[src/rtl/modo1_detector_nota_if.sv]
// Key and verdict bundle between the piano key front end and the mode-1 control unit.
interface modo1_detector_nota_if;
    logic [11:0] botoes;
    logic        tick_tempo;
    logic [3:0]  nota_esperada;
    logic [3:0]  tempo_esperado;
    logic        nota_feita;
    logic [3:0]  nota;
    logic        nota_correta;
    logic        tempo_correto;
    logic [4:0]  db_duracao;
    logic [1:0]  db_estado;

    modport master (
        output botoes, tick_tempo, nota_esperada, tempo_esperado,
        input  nota_feita, nota, nota_correta, tempo_correto, db_duracao, db_estado
    );

    modport slave (
        input  botoes, tick_tempo, nota_esperada, tempo_esperado,
        output nota_feita, nota, nota_correta, tempo_correto, db_duracao, db_estado
    );
endinterface

[src/rtl/modo1_detector_nota.sv]
// Mode-1 key front end: synchronise, debounce and encode the 12 piano keys, then judge note and hold time.
// Optional duration measurement and tempo check are built when MODO1_DETECTOR_TEMPO_EN is defined.
module modo1_detector_nota #(
    parameter int DEBOUNCE   = 250000,
    parameter int TOLERANCIA = 1
) (
    input  logic                  clock,
    input  logic                  reset,
    modo1_detector_nota_if.slave  bus
);
    localparam int CNT_W = (DEBOUNCE > 1) ? $clog2(DEBOUNCE) : 1;
    localparam logic [CNT_W-1:0] CNT_MAX = CNT_W'(DEBOUNCE - 1);

    typedef enum logic [1:0] {
        OCIOSO       = 2'd0,
        FILTRA_PRESS = 2'd1,
        PRESSIONADO  = 2'd2,
        FILTRA_SOLTA = 2'd3
    } estado_t;

    estado_t          estado_q, estado_d;
    logic [11:0]      sync1_q, sync1_d;
    logic [11:0]      botoes_s_q, botoes_s_d;
    logic [11:0]      captura_q, captura_d;
    logic [CNT_W-1:0] cnt_q, cnt_d;
    logic [3:0]       nota_q, nota_d;
    logic             nota_feita_q, nota_feita_d;
    logic             nota_correta_q, nota_correta_d;
    logic             tempo_correto_q, tempo_correto_d;
    logic             soltura;

    // Lowest set bit wins when several keys form a chord.
    function automatic logic [3:0] menor_bit(input logic [11:0] v);
        logic [3:0] idx;
        idx = 4'hF;
        for (int i = 11; i >= 0; i--) begin
            if (v[i]) idx = 4'(i);
        end
        return idx;
    endfunction

    always_comb begin
        sync1_d    = bus.botoes;
        botoes_s_d = sync1_q;
        estado_d   = estado_q;
        captura_d  = captura_q;
        cnt_d      = cnt_q;
        nota_d     = nota_q;
        case (estado_q)
            OCIOSO: begin
                if (botoes_s_q != '0) begin
                    captura_d = botoes_s_q;
                    cnt_d     = '0;
                    estado_d  = FILTRA_PRESS;
                end
            end
            FILTRA_PRESS: begin
                if (botoes_s_q != captura_q) begin
                    estado_d = OCIOSO;
                end else if (cnt_q == CNT_MAX) begin
                    estado_d = PRESSIONADO;
                    nota_d   = menor_bit(captura_q);
                end else begin
                    cnt_d = cnt_q + CNT_W'(1);
                end
            end
            PRESSIONADO: begin
                if (botoes_s_q != captura_q) begin
                    cnt_d    = '0;
                    estado_d = FILTRA_SOLTA;
                end
            end
            FILTRA_SOLTA: begin
                if (botoes_s_q == captura_q) begin
                    estado_d = PRESSIONADO;
                end else if (cnt_q == CNT_MAX) begin
                    estado_d = OCIOSO;
                end else begin
                    cnt_d = cnt_q + CNT_W'(1);
                end
            end
            default: estado_d = OCIOSO;
        endcase
        nota_feita_d   = (estado_d == PRESSIONADO) || (estado_d == FILTRA_SOLTA);
        soltura        = (estado_q == FILTRA_SOLTA) && (estado_d == OCIOSO);
        nota_correta_d = soltura ? (nota_q == bus.nota_esperada) : nota_correta_q;
    end

`ifdef MODO1_DETECTOR_TEMPO_EN
    localparam logic [5:0] TOL6 = 6'(TOLERANCIA);

    logic [4:0] duracao_q, duracao_d;

    function automatic logic tempo_ok(input logic [4:0] dur, input logic [3:0] esperado);
        logic [5:0] a, b, d;
        a = {1'b0, dur};
        b = {2'b00, esperado};
        d = (a >= b) ? (a - b) : (b - a);
        return d <= TOL6;
    endfunction

    // A tick on the release edge is deliberately not counted.
    always_comb begin
        duracao_d = duracao_q;
        if ((estado_q == FILTRA_PRESS) && (estado_d == PRESSIONADO)) begin
            duracao_d = '0;
        end else if (bus.tick_tempo && nota_feita_q && !soltura && (duracao_q != 5'd31)) begin
            duracao_d = duracao_q + 5'd1;
        end
        tempo_correto_d = soltura ? tempo_ok(duracao_q, bus.tempo_esperado) : tempo_correto_q;
    end

    always_ff @(posedge clock or posedge reset) begin
        if (reset) duracao_q <= '0;
        else       duracao_q <= duracao_d;
    end

    assign bus.db_duracao = duracao_q;
`else
    logic unused_tempo;
    assign unused_tempo    = ^{bus.tick_tempo, bus.tempo_esperado};
    assign tempo_correto_d = soltura ? 1'b1 : tempo_correto_q;
    assign bus.db_duracao  = 5'd0;
`endif

    always_ff @(posedge clock or posedge reset) begin
        if (reset) begin
            estado_q        <= OCIOSO;
            sync1_q         <= '0;
            botoes_s_q      <= '0;
            captura_q       <= '0;
            cnt_q           <= '0;
            nota_q          <= 4'hF;
            nota_feita_q    <= 1'b0;
            nota_correta_q  <= 1'b0;
            tempo_correto_q <= 1'b0;
        end else begin
            estado_q        <= estado_d;
            sync1_q         <= sync1_d;
            botoes_s_q      <= botoes_s_d;
            captura_q       <= captura_d;
            cnt_q           <= cnt_d;
            nota_q          <= nota_d;
            nota_feita_q    <= nota_feita_d;
            nota_correta_q  <= nota_correta_d;
            tempo_correto_q <= tempo_correto_d;
        end
    end

    assign bus.nota_feita    = nota_feita_q;
    assign bus.nota          = nota_q;
    assign bus.nota_correta  = nota_correta_q;
    assign bus.tempo_correto = tempo_correto_q;
    assign bus.db_estado     = estado_q;
endmodule

[src/flat_wrapper.sv]
// flat-port wrapper written by rule: the top's interface ports become plain ports
module modo1_detector_nota_flat 
#(
    parameter int DEBOUNCE   = 250000,
    parameter int TOLERANCIA = 1
)
  (clock, reset, bus_botoes, bus_tick_tempo, bus_nota_esperada, bus_tempo_esperado, bus_nota_feita, bus_nota, bus_nota_correta, bus_tempo_correto, bus_db_duracao, bus_db_estado);
  modo1_detector_nota_if bus_i ();
  input  logic clock;
  input  logic reset;
  input wire logic [$bits(bus_i.botoes)-1:0] bus_botoes;
  input wire logic [$bits(bus_i.tick_tempo)-1:0] bus_tick_tempo;
  input wire logic [$bits(bus_i.nota_esperada)-1:0] bus_nota_esperada;
  input wire logic [$bits(bus_i.tempo_esperado)-1:0] bus_tempo_esperado;
  output wire logic [$bits(bus_i.nota_feita)-1:0] bus_nota_feita;
  output wire logic [$bits(bus_i.nota)-1:0] bus_nota;
  output wire logic [$bits(bus_i.nota_correta)-1:0] bus_nota_correta;
  output wire logic [$bits(bus_i.tempo_correto)-1:0] bus_tempo_correto;
  output wire logic [$bits(bus_i.db_duracao)-1:0] bus_db_duracao;
  output wire logic [$bits(bus_i.db_estado)-1:0] bus_db_estado;
  assign bus_i.botoes = bus_botoes;
  assign bus_i.tick_tempo = bus_tick_tempo;
  assign bus_i.nota_esperada = bus_nota_esperada;
  assign bus_i.tempo_esperado = bus_tempo_esperado;
  assign bus_nota_feita = bus_i.nota_feita;
  assign bus_nota = bus_i.nota;
  assign bus_nota_correta = bus_i.nota_correta;
  assign bus_tempo_correto = bus_i.tempo_correto;
  assign bus_db_duracao = bus_i.db_duracao;
  assign bus_db_estado = bus_i.db_estado;
  modo1_detector_nota #(.DEBOUNCE(DEBOUNCE), .TOLERANCIA(TOLERANCIA)) u_core (.clock(clock), .reset(reset), .bus(bus_i));
endmodule
[config.mk]
export PLATFORM = sky130hd
export DESIGN_NAME = modo1_detector_nota_flat
export DESIGN_NICKNAME = d
export VERILOG_FILES = /design/src/rtl/modo1_detector_nota_if.sv /design/src/rtl/modo1_detector_nota.sv /design/src/flat_wrapper.sv
export SDC_FILE = /design/constraint.sdc
export NUM_CORES = 1
export LEC_CHECK = 0
export ABC_AREA = 0
export CAP_MARGIN = 5
export CORE_UTILIZATION = 56
export DETAILED_ROUTE_END_ITERATION = 7
export DONT_BUFFER_PORTS = 1
export HOLD_SLACK_MARGIN = 0.06
export PLACE_DENSITY_LB_ADDON = 0.1
export SYNTH_ARGS = -nofsm -noshare
export SYNTH_HDL_FRONTEND = slang
export SYNTH_SLANG_ARGS = --single-unit
[constraint.sdc]
create_clock -name clock -period 1.91 [get_ports clock]
set_clock_uncertainty 0.1 [all_clocks]
set_input_delay 0.191 -clock clock [delete_from_list [all_inputs] [get_ports clock]]
set_output_delay 0.191 -clock clock [all_outputs]
set_load 0.1 [all_outputs]
==> results_dict.tcl <==
set metrics [dict create \
    status "finished with violations" \
    violations "negative setup slack" \
    grt_start_max_net_pins 39 \
    instances_no_fill 396 \
    rr_startpoint "u_core.botoes_s_q[9]$_DFF_PP0_" \
    crit_path_end_kind "flop" \
    synth_area_mm2 0.002801 \
    post-synth-top-area-fraction 0.5270 \
    switching_share 0.2343 \
    drc_errors 0 \
    seqPwrFrac 0.483 \
    p_leak_nw 1.629 \
    drv_cap 0 \
    track_usage 0.2419 \
    drt_iter0_markers 162 \
    layout_setup_ws_ns -0.3053 \
    finalHoldViolCount 0 \
    synth_area_leaders "dfrtp_1 53%, xor2_1 5.0%, mux2_2 4.8%, dfstp_2 3.8%, nand3_1 3.8%" \
    synth_enable_flop_cells 0 \
    dr.pass1.iters 4 \
    yosys-top-cells-count "59 x dfrtp_1, 27 x nand2_1, 21 x nand3_1, 17 x o21ai_0, 16 x xor2_1" \
    grt_overflow 0 \
    routedWlPerCell_um 14.51 \
    max_freq_ghz 0.4514 \
    post-synth-top-count-cell "dfrtp_1" \
    crit_fanout 34 \
    synth.yosys.seq_area_share 0.5645 \
    die_h_um 72.73 \
    setup.worst_path.start "u_core.botoes_s_q[9]$_DFF_PP0_" \
    cts_tree "yes" \
    num_rows 25 \
    syn_inst 255 \
    cts_buffers 9 \
    rsz0062_at_grt "yes" \
    syn2layout_area_growth_pct 32.25 \
    dieArea_mm2 0.005290 \
    viasPerCell 5.394 \
    grt_pass1_vias 2025 \
    cp.required_ns 2.08 \
    die_w_um 72.73 \
    cts_sinks 63 \
    gp_congestion 0.8367 \
    core_mm2 0.004755 \
    grt_pass1_wl_um 9328 \
    insertion_delay_ns 0.34 \
    clk_pin_slew_worst_paths_ns 0.07 \
    io_pins 37 \
    finalMaxSlewViolations 0 \
    cp-start-kind "flop" \
    cts_max_level 3 \
    dp.cells 363 \
    vias 2136 \
    placed_cell_area_mm2 0.003224 \
    synth.distinct_cells 40 \
    design_area_mm2 0.003705 \
    final_nets 348 \
    ys_ff_latch 63 \
    grt_antenna_before_repair 0 \
    start_util 0.5892 \
    io_buffer_count 0 \
    synth_warnings 0 \
    crit_type "reg2reg" \
    clock_path_buffers 2 \
    setup_viol 22 \
    syn_avg_cell_area_um2 10.99 \
    dpl_worst_slack_ns -0.2585 \
    arrival_ns 2.39 \
    fillers 318 \
    final_layout_size_suffix_gt1_frac 0.3374 \
    synthFlopType "dfrtp_1" \
    hpwl_um 3857 \
    hp-class "in2async" \
    async_flop_share 1.000 \
    period_share 1.160 \
    power_frac_clock 0.440 \
    finalWirelength_um 5746 \
    antenna-diode-count 0 \
    power.switching_w 0.0006824 \
    post-route-util 0.7792 \
    p_int_w 0.002229 \
    cellPowerDensity_mw_per_mm2 786.0 \
    p_comb_frac 0.077 \
    period_needed_ns 2.215 \
    peakVddDrop_mv 0.9470 \
    final_antenna_net_count 0 \
    cts_root_buf "clkbuf_8" \
    synth_top_area_cell "dfrtp_1" \
]
==> per-layer routing <==
layer | global-route usage | wire [um] | part of all wire | vias up
met5 | 0 | 0 | 0 | -
met4 | 0.1176 | 107 | 0.019 | 0
met3 | 0.05663 | 204 | 0.036 | 11
met2 | 0.3728 | 2749 | 0.48 | 48
met1 | 0.3244 | 2685 | 0.47 | 1038
li1 | - | - | - | 1039
==> layout make-up <==
type,count,area [um2],area share
clock buffer,11,141.4,0.03816
clock inverter,5,81.33,0.02195
inverter,7,26.28,0.007092
multi-input combinational,176,1229,0.3316
sequential,63,1584,0.4276
tap,67,83.83,0.02263
timing repair buffer,67,559.3,0.1510
==> power by group through the flow <==
stage          Sequential [W]  Combinational (W)  Clock, W
3_3_place_gp          0.00143           0.000192         0
3_5_place_dp          0.00143           0.000195         0
2_1_floorplan         0.00143           0.000137         0
5_1_grt               0.00141           0.000243   0.00136
6_report              0.00141           0.000223   0.00128
4_1_cts               0.00140           0.000220   0.00129
==> per-stage QoR <==
step	total power, W	hold slack [ns]	TNS (ns)
2_1_floorplan	0.001570	0.1224	-1.948
3_3_place_gp	0.001617	-0.1442	-5.606
3_5_place_dp	0.001624	-0.1424	-6.422
4_1_cts	0.002916	0.07068	-4.352
5_1_grt	0.003017	0.07563	-6.411
6_report	0.002912	0.08032	-4.442
==> worst paths after layout <==
kind                                                       endpoint  slack [ns]  cells past startpoint
max in group asynchronous            u_core.bus.nota[1]$_DFFE_PP1P_        0.94                      3
worst max-delay path                    u_core.cnt_q[4]$_DFFE_PP0P_       -0.31                      7
worst min register to register       u_core.botoes_s_q[5]$_DFF_PP0_        0.25                      0
worst min-delay path                    u_core.cnt_q[1]$_DFFE_PP0P_        0.08                      2
worst max register to register          u_core.cnt_q[4]$_DFFE_PP0P_       -0.31                      7
min in group clock              u_core.bus.nota_correta$_DFFE_PP0P_        0.20                      3
==> cells in the final DEF, fill, tap and decap left out, types with 3 or more instances in the layout <==
cell type | netlist | routed
or3_1 | 7 | 6
nand2_1 | 27 | 24
nand4_1 | 5 | 5
o21ai_0 | 17 | 14
a21oi_1 | 9 | 8
nand2b_1 | 3 | 3
inv_1 | 7 | 6
dlygate4sd3_1 | 0 | 13
nand3_1 | 21 | 20
buf_6 | 1 | 3
xor2_1 | 16 | 16
clkbuf_8 | 0 | 10
dfrtp_1 | 59 | 57
conb_1 | 1 | 5
buf_4 | 5 | 50
nor2_1 | 10 | 9
and3_1 | 3 | 3
nor4_1 | 9 | 4
mux2_2 | 12 | 12
nor4_2 | 3 | 7
or4b_1 | 6 | 6
dfstp_2 | 4 | 4
==> cell families after synthesis <==
| family | after synthesis | share of synthesized area |
|---|---|---|
| muxes | 12 | 0.04824 |
| buffers and inverters | 20 | 0.03707 |
| adders and majority gates | 1 | 0.004466 |
| xor gates and xnor gates | 16 | 0.05002 |
| other | 1 | 0.001339 |
| DFF | 63 | 0.5645 |
| AOI/OAI and AO/OA | 36 | 0.07950 |
| and+or+nand+nor | 106 | 0.2148 |
==> what timing repair did <==
item	CTS	global route
hold endpoints to repair	73	0
pin swaps	8	2
setup endpoints to repair	35	34
hold buffers	13	0
resized for setup	13	10
setup buffers	1	3
==> state kept, by name (all words and copies together) (netlist names) <==
register / cells
u_core.cnt_q: 18
u_core.botoes_s_d: 12
u_core.botoes_s_q: 12
u_core.captura_q: 12
u_core.bus.nota: 4
u_core.bus.db_estado: 2
u_core.bus.nota_correta: 1
u_core.bus.nota_feita: 1
u_core.bus.tempo_correto: 1
==> critical path, stage by stage, from the launching register on <==
cell,delay [ns]
dfrtp_1,0.41
xor2_1,0.16
nor4_2,0.36
a41o_1,0.27
o211ai_4,0.10
buf_12,0.17
or4b_1,0.48
nand3_1,0.10
No activity file was read; power rests on OpenSTA's default activity.
